--- config.mk ---
export PLATFORM = sky130hd
export DESIGN_NAME = mant_mul_seq_flat
export DESIGN_NICKNAME = d
export VERILOG_FILES = /design/src/rtl/mant_mul_seq_if.sv /design/src/rtl/mant_mul_seq.sv /design/src/flat_wrapper.sv
export SDC_FILE = /design/constraint.sdc
export NUM_CORES = 1
export LEC_CHECK = 0
export BUFFER_PORTS_ARGS = -buffer_cell sky130_fd_sc_hd__buf_2
export CAP_MARGIN = 20
export CORE_UTILIZATION = 45
export CTS_CLUSTER_SIZE = 40
export DETAILED_ROUTE_END_ITERATION = 10
export PLACE_DENSITY = 0.66
export SLEW_MARGIN = 10
export SYNTH_ARGS = -nofsm -noshare
export SYNTH_HDL_FRONTEND = slang
export SYNTH_SLANG_ARGS = --single-unit
--- constraint.sdc ---
create_clock -name i_clk -period 6 [get_ports i_clk]
set_input_delay 0.6 -clock i_clk [delete_from_list [all_inputs] [get_ports i_clk]]
set_output_delay 0.6 -clock i_clk [all_outputs]
set_load 0.005 [all_outputs]
--- src/rtl/mant_mul_seq_if.sv ---
`default_nettype none
// ============================================================================
// Module      : mant_mul_seq_if
// Description : Handshake bundle for the sequential 24x24 mantissa multiplier.
//               Upstream operand channel, flush, downstream product channel.
// Revision    : 1.0 - initial release
// ============================================================================
interface mant_mul_seq_if;
  logic        i_valid;
  logic        o_ready;
  logic [23:0] i_mant_a;
  logic [23:0] i_mant_b;
  logic        i_flush;
  logic        o_valid;
  logic        i_ready;
  logic [47:0] o_product;
  logic        o_busy;

  // Multiplier side
  modport slave (
    input  i_valid, i_mant_a, i_mant_b, i_flush, i_ready,
    output o_ready, o_valid, o_product, o_busy
  );

  // Driver / consumer side
  modport master (
    output i_valid, i_mant_a, i_mant_b, i_flush, i_ready,
    input  o_ready, o_valid, o_product, o_busy
  );
endinterface
`default_nettype wire

--- src/rtl/mant_mul_seq.sv ---
`default_nettype none
// ============================================================================
// Module      : mant_mul_seq (with helper add_33bits)
// Description : Shift-and-add 24x24 unsigned mantissa multiplier. One 33-bit
//               adder is reused over 24 iterations to build the 48-bit product.
// Revision    : 1.0 - initial release
// ============================================================================

// 33-bit ripple adder shared by every multiply iteration
module add_33bits (
  input  wire logic [32:0] i_data_one,
  input  wire logic [32:0] i_data_two,
  input  wire logic        i_carry,
  output logic      [32:0] o_data,
  output logic             o_carry
);
  assign {o_carry, o_data} = {1'b0, i_data_one} + {1'b0, i_data_two} + {33'd0, i_carry};
endmodule

module mant_mul_seq (
  input  wire logic   i_clk,
  input  wire logic   i_rst_n,
  mant_mul_seq_if.slave bus
);
  typedef enum logic [1:0] {
    ST_IDLE = 2'd0,
    ST_CALC = 2'd1,
    ST_DONE = 2'd2
  } state_t;

  state_t      state_q, state_d;
  logic [23:0] a_q, a_d;
  // Upper partial product. Its 25th bit is provably always zero (the sum of
  // two 24-bit values shifted right by one fits in 24 bits), so it is not kept.
  logic [23:0] hi_q, hi_d;
  logic [23:0] lo_q, lo_d;
  logic [4:0]  cnt_q, cnt_d;
  logic [47:0] product_q, product_d;

  logic [32:0] add_one;
  logic [32:0] add_two;
  logic [32:0] add_sum;
  logic        add_cout;
  logic [24:0] sum;
  logic        unused_add_bits;

  // Partial product plus multiplicand when the current multiplier bit is set
  assign add_one = {9'd0, hi_q};
  assign add_two = lo_q[0] ? {9'd0, a_q} : 33'd0;

  add_33bits u_add (
    .i_data_one (add_one),
    .i_data_two (add_two),
    .i_carry    (1'b0),
    .o_data     (add_sum),
    .o_carry    (add_cout)
  );

  assign sum             = add_sum[24:0];
  assign unused_add_bits = ^{add_sum[32:25], add_cout};

  // Next-state, datapath update and product capture
  always_comb begin
    state_d   = state_q;
    a_d       = a_q;
    hi_d      = hi_q;
    lo_d      = lo_q;
    cnt_d     = cnt_q;
    product_d = product_q;

    case (state_q)
      ST_IDLE: begin
        if (bus.i_valid) begin
          a_d     = bus.i_mant_a;
          hi_d    = 24'd0;
          lo_d    = bus.i_mant_b;
          cnt_d   = 5'd0;
          state_d = ST_CALC;
        end
      end
      ST_CALC: begin
        // Right shift of {sum, lo}: the consumed multiplier bit falls off
        hi_d  = sum[24:1];
        lo_d  = {sum[0], lo_q[23:1]};
        cnt_d = cnt_q + 5'd1;
        if (cnt_q == 5'd23) begin
          state_d   = ST_DONE;
          product_d = {sum, lo_q[23:1]};
        end
      end
      ST_DONE: begin
        if (bus.i_ready) begin
          state_d = ST_IDLE;
        end
      end
      default: begin
        state_d = ST_IDLE;
      end
    endcase

    // Abort wins over acceptance, iteration and the output handshake
    if (bus.i_flush) begin
      state_d   = ST_IDLE;
      product_d = product_q;
    end
  end

  // State and datapath registers
  always_ff @(posedge i_clk or negedge i_rst_n) begin
    if (!i_rst_n) begin
      state_q   <= ST_IDLE;
      a_q       <= 24'd0;
      hi_q      <= 24'd0;
      lo_q      <= 24'd0;
      cnt_q     <= 5'd0;
      product_q <= 48'd0;
    end else begin
      state_q   <= state_d;
      a_q       <= a_d;
      hi_q      <= hi_d;
      lo_q      <= lo_d;
      cnt_q     <= cnt_d;
      product_q <= product_d;
    end
  end

  assign bus.o_ready   = (state_q == ST_IDLE);
  assign bus.o_busy    = (state_q == ST_CALC);
  assign bus.o_valid   = (state_q == ST_DONE);
  assign bus.o_product = product_q;
endmodule
`default_nettype wire

--- src/flat_wrapper.sv ---
// flat-port wrapper written by rule: the top's interface ports become plain ports
module mant_mul_seq_flat 
  (i_clk, i_rst_n, bus_i_valid, bus_i_mant_a, bus_i_mant_b, bus_i_flush, bus_i_ready, bus_o_ready, bus_o_valid, bus_o_product, bus_o_busy);
  mant_mul_seq_if bus_i ();
  input  wire logic i_clk;
  input  wire logic i_rst_n;
  input wire logic [$bits(bus_i.i_valid)-1:0] bus_i_valid;
  input wire logic [$bits(bus_i.i_mant_a)-1:0] bus_i_mant_a;
  input wire logic [$bits(bus_i.i_mant_b)-1:0] bus_i_mant_b;
  input wire logic [$bits(bus_i.i_flush)-1:0] bus_i_flush;
  input wire logic [$bits(bus_i.i_ready)-1:0] bus_i_ready;
  output wire logic [$bits(bus_i.o_ready)-1:0] bus_o_ready;
  output wire logic [$bits(bus_i.o_valid)-1:0] bus_o_valid;
  output wire logic [$bits(bus_i.o_product)-1:0] bus_o_product;
  output wire logic [$bits(bus_i.o_busy)-1:0] bus_o_busy;
  assign bus_i.i_valid = bus_i_valid;
  assign bus_i.i_mant_a = bus_i_mant_a;
  assign bus_i.i_mant_b = bus_i_mant_b;
  assign bus_i.i_flush = bus_i_flush;
  assign bus_i.i_ready = bus_i_ready;
  assign bus_o_ready = bus_i.o_ready;
  assign bus_o_valid = bus_i.o_valid;
  assign bus_o_product = bus_i.o_product;
  assign bus_o_busy = bus_i.o_busy;
  mant_mul_seq u_core (.i_clk(i_clk), .i_rst_n(i_rst_n), .bus(bus_i));
endmodule
==> results of run 1 <==
metrics by stage:
| step | instances | area, sq um |
|---|---|---|
| 2_1_floorplan | 592 | 6120 |
| 6_report | 876 | 7400 |
| 5_1_grt | 876 | 7400 |
| 4_1_cts | 875 | 7380 |
| 3_5_place_dp | 843 | 6770 |
| 3_3_place_gp | 843 | 6770 |
cells by family (layout without fill, tap and decap cells):
kind of cell | after synthesis | after routing | synth area share
fa+ha+maj | 26 | 26 | 0.0544
xor+xnor | 21 | 21 | 0.0301
simple gates | 190 | 190 | 0.144
mux | 50 | 50 | 0.0918
compound gates | 138 | 138 | 0.135
buf+inv | 40 | 148 | 0.0249
flops | 127 | 127 | 0.519
per-layer routing:
| layer | up-vias | part of all wire | track usage |
|---|---|---|---|
| met5 | - | 0 | 0 |
| met4 | 0 | 0.010 | 0.0625 |
| met3 | 11 | 0.061 | 0.0729 |
| met2 | 107 | 0.48 | 0.354 |
| met1 | 2264 | 0.44 | 0.271 |
| li1 | 2292 | - | - |
state kept, by name, indices dropped and copies added (netlist names):
register,count
u_core.hi_q,24
u_core.a_q,24
u_core.cnt_q,5
u_core.bus.o_product,48
u_core.lo_q,24
u_core.state_q,2
critical path, cell delays in order (launching register included):
cell and delay [ps]:
dfrtp_1 660, and2_1 280, ha_1 200, fa_1 410, a21o_1 210, a221oi_4 370
nor2_2 100, nor4_4 340, o21ai_2 140, a221oi_2 260, o21ai_1 90
power by group through the flow:
stage | Sequential [W] | Clock [W] | Combinational [W]
after floorplan | 0.00108 | 0 | 0.000617
after global placement | 0.00110 | 0 | 0.000805
after detailed placement | 0.00111 | 0 | 0.000823
after CTS | 0.00110 | 0.00107 | 0.000830
after global routing | 0.00111 | 0.00111 | 0.000936
final | 0.00110 | 0.00105 | 0.000827
area by class of cell:
type,count,area [sq um]
multi-input combinational,425,2800
clock buffer,20,447
clock inverter,12,159
sequential,127,3180
timing repair buffer,108,576
fill,1202,5840
inverter,8,30.0
tap,176,220
layout by cell type, fill, tap and decap left out, types with 24 or more instances in the layout:
cell	n
ha_1	25
dfrtp_1	127
o22ai_1	24
nand3_1	34
and2_1	25
nand2_1	52
buf_2	102
o21ai_0	53
mux2_2	49
nor2_1	57
worst max path at each step:
stage | from | end | slack [ps] | depth (start not counted)
6_report | u_core.lo_q[0] | u_core.hi_q[23] | 2780 | 10
2_1_floorplan | u_core.lo_q[0] | u_core.bus.o_product[47] | 3440 | 10
5_1_grt | u_core.lo_q[0] | u_core.bus.o_product[47] | 2580 | 10
3_5_place_dp | u_core.lo_q[0] | u_core.hi_q[23] | 2800 | 10
4_1_cts | u_core.lo_q[0] | u_core.hi_q[23] | 2770 | 10
3_3_place_gp | u_core.lo_q[0] | u_core.hi_q[23] | 2910 | 10
==> results.toml, run 1 <==
[clock_network]
clkLatencyLatePin_ps = 420
path_clk_slew_ps = 60
clockBufferDepth = 2
cts.htree.levels = 4
cts_root_buffer = "clkbuf_16"
ctsHoldBuffers = 0
cts_setup_buffers = 0
cts_buffers = 17
numClockSinks = 127
cts_tree = "yes"
cts-resized-gates = 0

[logic_synthesis]
synth_nets = 671
synth_edf_count = 0
yosysTopAreaCell = "dfrtp_1"
synth_ff_type = "dfrtp_1"
synth_area_leaders = "dfrtp_1 (52%), mux2_2 (9.0%), ha_1 (5.1%), o21ai_0 (4.3%), nor2_1 (3.5%)"
synth_top_area_share = 0.519
netlist_area_sq_um = 6120
ys_seq_elements = 127
async_flop_share = 1.00
seq_area_frac_synth = 0.519
ys_warn_count = 0
ys_types = 45
avgSynthCellArea_sq_um = 10.3
syn_inst = 592
synth_common_cells = "dfrtp_1 (127), nor2_1 (57), nand2_1 (54)"
synth.most_common_cell = "dfrtp_1"

[power_and_ir_drop]
pwr_density_cell_nw_per_um2 = 402
power.switching_w = 0.000982
p_seq_frac = 0.368
swShare = 0.330
pwr-share-clk = 0.354
ir_worst_vdd_mv = 0.262
power.leakage_nw = 3.59
finalPower_w = 0.00298
power.combinational.fraction = 0.278
p_int_w = 0.00199

[flow_run]
cap_violations = 0

[cells_and_area]
area_growth_pct = 21.0
utilization = 0.559
nNetsFinal = 766
num_antenna_cells = 0
layout-drive-gt1-share = 0.280

[setup_path]
cp.arrival_ps = 3490
critical_path.startpoint_type = "flop"
r2r-end = "u_core.hi_q[23]"
path_class = "flop to flop"
cp_max_fo = 25
reg2reg_depth = 10
rrSetupSlack_ps = 2780
crit_path_end_kind = "flop"
required_ps = 6270
timing.rr.start = "u_core.lo_q[0]"

[sta]
slew_violations = 0
layout_setup_ws_ps = 2780
layout_min_cycle_time_ps = 3220
worst_slew_pin_slew_ps = 931
rsz0062_at_grt = "no"
hold_ws_ps = 186
finalSetupViolCount = 0
slew_headroom = 0.379
timing.final.crit_share = 0.537
fin_setup_tns_ps = 0
final_hold_viol_count = 0
fmax_ghz = 0.311
finClkSkew_ps = 9.23

[worst_hold_path]
hold_path_class = "input port to async pin"

[floorplanning]
die_h_um = 119
die_w_um = 119
dieArea_sq_um = 14100
core_area_sq_um = 13200
initial_core_util = 0.462
rows = 42
pin_count = 104

[placed_design]
hpwl_um = 9400
finalWeightedCongestion = 0.830
io_buffers = 103
dpl_worst_slack_ps = 2800

[grt]
track_usage = 0.216
grt_max_degree = 83
overflow = 0
antenna_found_initial = 0
grt_pass1_wl_um = 23900
first_global_vias = 4857

[route]
dr.pass1.iters = 4
wl_per_cell_um = 16.0
drtIter0Drc = 282
drcViolationCount = 0
viasPerCell = 5.34
num_vias = 4674
wl_um = 14100
ant_nets = 0

[run_status]
status = "finished, final reports clean"
No activity file was read; power rests on OpenSTA's default activity.
==> inputs of run 2 (changes only) <==
==> constraint.sdc (replaced) <==
create_clock -name i_clk -period 3.3 [get_ports i_clk]
set_input_delay 0.33 -clock i_clk [delete_from_list [all_inputs] [get_ports i_clk]]
set_output_delay 0.33 -clock i_clk [all_outputs]
set_load 0.005 [all_outputs]
==> run 2 against run 1 <==
Cell count grew 0.34%. Fmax is 7.2% higher. Worst setup slack worse by 2500 ps. Wire length down 1.7%. Hold slack got worse by 180 ps. Critical endpoint is now u_core.bus.o_product[47]. Largest cell class unchanged.
==> results.toml, run 2 (synthesized netlist as in run 1, its figures left out) <==
[sta]
slew_violations = 0
rsz0062_at_grt = "no"
finalSetupViolCount = 0
fin_setup_tns_ps = 0
slew_headroom = 0.354
final_hold_viol_count = 0
fmax_ghz = 0.333
finClkSkew_ps = 7.56
layout_min_cycle_time_ps = 3010
timing.final.crit_share = 0.911
worst_slew_pin_slew_ps = 968

[setup_path]
critical_path.cell_chain = "and2_1, ha_1, fa_1, a21o_1, a221oi_4, nor2_2, nor4_4, o21ai_2, a221oi_2, o21ai_1"
critical_path.startpoint_type = "flop"
cpPeakStageDelay_ps = 530
timing.rr.start = "u_core.lo_q[0]"
cp_max_fo = 14
reg2reg_depth = 10
r2r-end = "u_core.bus.o_product[47]"
slowest_stage = "dfrtp_1"
cp.arrival_ps = 3270
path_class = "flop to flop"
rrSetupSlack_ps = 290
required_ps = 3560
crit_path_end_kind = "flop"

[cells_and_area]
num_antenna_cells = 0
fillers = 1235
layout-drive-gt1-share = 0.286
area_growth_pct = 21.1
mostFrequentLayoutCell = "dfrtp_1"
nNetsFinal = 769
largest_reg_flops = 48
final_cell_mix = "dfrtp_1 (127), buf_2 (102), nor2_1 (57)"
final_cell_area_sq_um = 7410

[floorplanning]
rows = 42
initial_core_util = 0.462
die_h_um = 119
pin_count = 104
core_area_sq_um = 13200
dieArea_sq_um = 14100
die_w_um = 119

[run_status]
status = "finished, final reports clean"

[clock_network]
clkLatencyLatePin_ps = 410
path_clk_slew_ps = 60
cts_buffers = 17
numClockSinks = 127
clockBufferDepth = 2
ctsHoldBuffers = 0
cts_setup_buffers = 0
cts-resized-gates = 0
cts.htree.levels = 4
cts_tree = "yes"
cts_root_buffer = "clkbuf_16"

[placed_design]
hpwl_um = 9660
io_buffers = 103
finalWeightedCongestion = 0.869
placed_area_sq_um = 6830

[route]
wl_um = 13800
wl_per_cell_um = 15.7
drcViolationCount = 0
ant_nets = 0
num_vias = 4690
viasPerCell = 5.34
dr.pass1.iters = 4
drtIter0Drc = 271

[grt]
first_global_vias = 4903
overflow = 0
antenna_found_initial = 0
grt_max_degree = 78
grt_pass1_wl_um = 23700
track_usage = 0.211

[power_and_ir_drop]
finalPower_w = 0.00536
power.leakage_nw = 3.60
ir_worst_vdd_mv = 0.397
pwr_density_cell_nw_per_um2 = 723

[flow_run]
cap_violations = 0

[worst_hold_path]
hold_path_class = "input port to async pin"
==> run 2: changes by cell type in the layout (fill, tap and decap cells not counted), sizes merged <==
cell | previous run | this run
buf | 108 | 111
inv | 11 | 13
clkinvlp | 2 | 1
clkinv | 4 | 7
bufinv | 3 | 2
clkbuf | 20 | 17
==> run 2: final cells by class <==
type                       count  area [sq um]  area share
inverter                       8          30.0     0.00405
tap                          176           220      0.0297
timing repair buffer         111           603      0.0814
multi-input combinational    425          2800       0.377
clock buffer                  17           425      0.0574
clock inverter                15           160      0.0216
sequential                   127          3180       0.429
==> run 2: power by group <==
part | total, W | switching [W] | internal, W
Sequential | 0.00198 | 0.000172 | 0.00181
Combinational | 0.00153 | 0.000920 | 0.000605
Clock | 0.00185 | 0.000726 | 0.00112
Total | 0.00536 | 0.00182 | 0.00354
==> run 2: critical path, delay by kind of cell (launching register included) <==
family | cells | cell delay [ps]
and+or+nand+nor | 3 | 660
DFF | 1 | 530
AOI/OAI and AO/OA | 5 | 1050
adders and majority gates | 2 | 610
==> run 2: worst max-delay path by stage <==
| stage | from | to | slack, ps | cells past startpoint |
|---|---|---|---|---|
| detailed placement | u_core.lo_q[0] | u_core.hi_q[23] | 290 | 10 |
| floorplan | u_core.lo_q[0] | u_core.bus.o_product[47] | 740 | 10 |
| global placement | u_core.lo_q[0] | u_core.bus.o_product[47] | 400 | 10 |
| CTS | u_core.lo_q[0] | u_core.bus.o_product[47] | 290 | 10 |
| global route | u_core.lo_q[0] | u_core.bus.o_product[45] | 80 | 10 |
| finish | u_core.lo_q[0] | u_core.bus.o_product[47] | 290 | 10 |
==> run 2: per-layer routing <==
| metal | GRT usage | wire length (um) |
|---|---|---|
| met5 | 0 | 0 |
| met4 | 0.0554 | 146 |
| met3 | 0.0724 | 863 |
| met2 | 0.353 | 6650 |
| met1 | 0.261 | 6150 |
==> run 2: per-stage QoR <==
stage | hold WS (ps) | setup slack [ps] | cells | util
floorplan | 34.4 | 743 | 592 | -
global placement | 443 | 397 | 847 | 0.515
detailed placement | 465 | 293 | 847 | 0.515
CTS | 32.3 | 286 | 879 | 0.560
global route | 83.9 | 76.0 | 879 | 0.560
finish | 5.99 | 295 | 879 | 0.560
==> inputs of run 3 (changes only) <==
--- a/config.mk
+++ b/config.mk
@@ -10,8 +10,9 @@
 export CORE_UTILIZATION = 45
 export CTS_CLUSTER_SIZE = 40
 export DETAILED_ROUTE_END_ITERATION = 10
-export PLACE_DENSITY = 0.66
+export PLACE_DENSITY = 0.65
 export SLEW_MARGIN = 10
 export SYNTH_ARGS = -nofsm -noshare
 export SYNTH_HDL_FRONTEND = slang
+export SYNTH_HIERARCHICAL = 1
 export SYNTH_SLANG_ARGS = --single-unit
==> run 3 against run 2 <==
The flow now finishes with violations (hold timing). Clock power about the same. Cell count increased by 8.8%. Sequential cell count stayed put. Clock skew up 5.3 ps. Global-route usage increased by 0.45 points. Count of clock-buffer cells in the layout rose by 3. Sequential share of layout area shrank 2.4 points. Hold slack worse by 24 ps. Synthesized cell count up 13%. Critical path type unchanged.
==> results.toml, run 3 <==
[route]
drcViolationCount = 0
viasPerCell = 5.39
wl_per_cell_um = 15.9
drtIter0Drc = 271
ant_nets = 0
wl_um = 15200
dr.pass1.iters = 4
num_vias = 5151

[grt]
grt_pass1_wl_um = 25200
overflow = 0
grt_max_degree = 60
antenna_found_initial = 0
track_usage = 0.216
first_global_vias = 5109

[power_and_ir_drop]
ir_worst_vdd_mv = 0.342
finalPower_w = 0.00529
pwr_density_cell_nw_per_um2 = 673
power.leakage_nw = 4.20

[floorplanning]
rows = 43
die_h_um = 123
dieArea_sq_um = 15200
die_w_um = 123
pin_count = 104
initial_core_util = 0.469
core_area_sq_um = 14100

[sta]
hold_ws_ps = -18.4
rsz0062_at_grt = "no"
fmax_ghz = 0.328
slew_violations = 0
layout_min_cycle_time_ps = 3050
slew_headroom = 0.485
fin_setup_tns_ps = 0
finalSetupViolCount = 0
timing.final.crit_share = 0.925
final_hold_viol_count = 16
finClkSkew_ps = 12.8
worst_slew_pin_slew_ps = 772

[setup_path]
path_class = "flop to flop"
required_ps = 3600
timing.rr.start = "u_core/a_q[0]"
crit_path_end_kind = "flop"
cp_max_fo = 4
r2r-end = "u_core/bus.o_product[39]"
rrSetupSlack_ps = 250
reg2reg_depth = 11
cp.arrival_ps = 3350
critical_path.startpoint_type = "flop"

[clock_network]
cts.htree.levels = 4
path_clk_slew_ps = 60
clockBufferDepth = 2
cts_tree = "yes"
clkLatencyLatePin_ps = 420
cts_root_buffer = "clkbuf_16"
cts_setup_buffers = 0
cts_buffers = 17
numClockSinks = 127

[cells_and_area]
final_cell_mix = "nand2_1 (147), dfrtp_1 (127), buf_2 (102)"
mostFrequentLayoutCell = "nand2_1"
utilization = 0.557
fillers = 1277
num_antenna_cells = 0
layout-drive-gt1-share = 0.271
largest_reg_flops = 48
nNetsFinal = 843
area_growth_pct = 18.7
fin_cells = 956

[worst_hold_path]
hold_path_class = "input port to async pin"

[run_status]
status = "finished, violations left"
violations = "hold timing"

[logic_synthesis]
netlist_area_sq_um = 6620
syn_inst = 669
avgSynthCellArea_sq_um = 9.89
ys_warn_count = 6

[flow_run]
cap_violations = 0

[placed_design]
io_buffers = 103
dp_cells = 924
hpwl_um = 10300
finalWeightedCongestion = 0.873
## run 3: how the worst max path moves through the flow
stage	startpoint	endpoint	slack, ps	cells after the start
2_1_floorplan	u_core/lo_q[0]	u_core/bus.o_product[39]	520	11
3_3_place_gp	u_core/lo_q[0]	u_core/bus.o_product[46]	300	11
3_5_place_dp	u_core/lo_q[0]	u_core/bus.o_product[46]	240	11
4_1_cts	u_core/lo_q[0]	u_core/bus.o_product[46]	180	11
5_1_grt	u_core/a_q[0]	u_core/bus.o_product[39]	60	11
6_report	u_core/a_q[0]	u_core/bus.o_product[39]	250	11
## run 3: area by class of cell
type / instances / area [sq um] / share of cell area
Multi-Input combinational cell: 490 / 3180 / 0.405
Sequential cell: 127 / 3180 / 0.405
Timing Repair Buffer: 114 / 626 / 0.0796
Clock buffer: 20 / 457 / 0.0581
Tap cell: 180 / 225 / 0.0287
Clock inverter: 12 / 136 / 0.0174
Inverter: 13 / 48.8 / 0.00621
## run 3: per-layer routing
metal / global-route usage / share of wire / vias up
li1: - / - / 2482
met1: 0.276 / 0.45 / 2552
met2: 0.359 / 0.50 / 107
met3: 0.0590 / 0.047 / 10
met4: 0.0595 / 0.0080 / 0
met5: 0 / 0 / -
## run 3: worst max-delay path: stages (launching register included)
cell,delay (ps)
dfrtp_1,330
and2_1,120
inv_1,50
fa_1,430
fa_1,420
nand2b_1,180
a21oi_1,290
o2111ai_1,190
a31oi_1,310
a21boi_0,180
xnor2_1,160
mux2_4,280
## run 3: through the flow
stage | setup slack (ps) | instance area, sq um | hold WS, ps
2_1_floorplan | 523 | 6630 | 34.4
3_3_place_gp | 303 | 7240 | 450
3_5_place_dp | 241 | 7260 | 456
4_1_cts | 185 | 7850 | 9.62
5_1_grt | 59.3 | 7860 | 39.5
6_report | 248 | 7860 | -18.4
## run 3: timing repair
item / in CTS / in global routing
gates resized for setup: 0 / 1
hold buffers: 0 / 0
endpoints found under the setup margin: 0 / 1
hold endpoints to repair: 0 / 0
## run 3: report_power, final
group	total, W	leakage, nW	switching [W]	internal, W
combinational	0.00149	2.27	0.000912	0.000574
sequential	0.00195	1.65	0.000158	0.00179
clock	0.00185	0.283	0.000697	0.00115
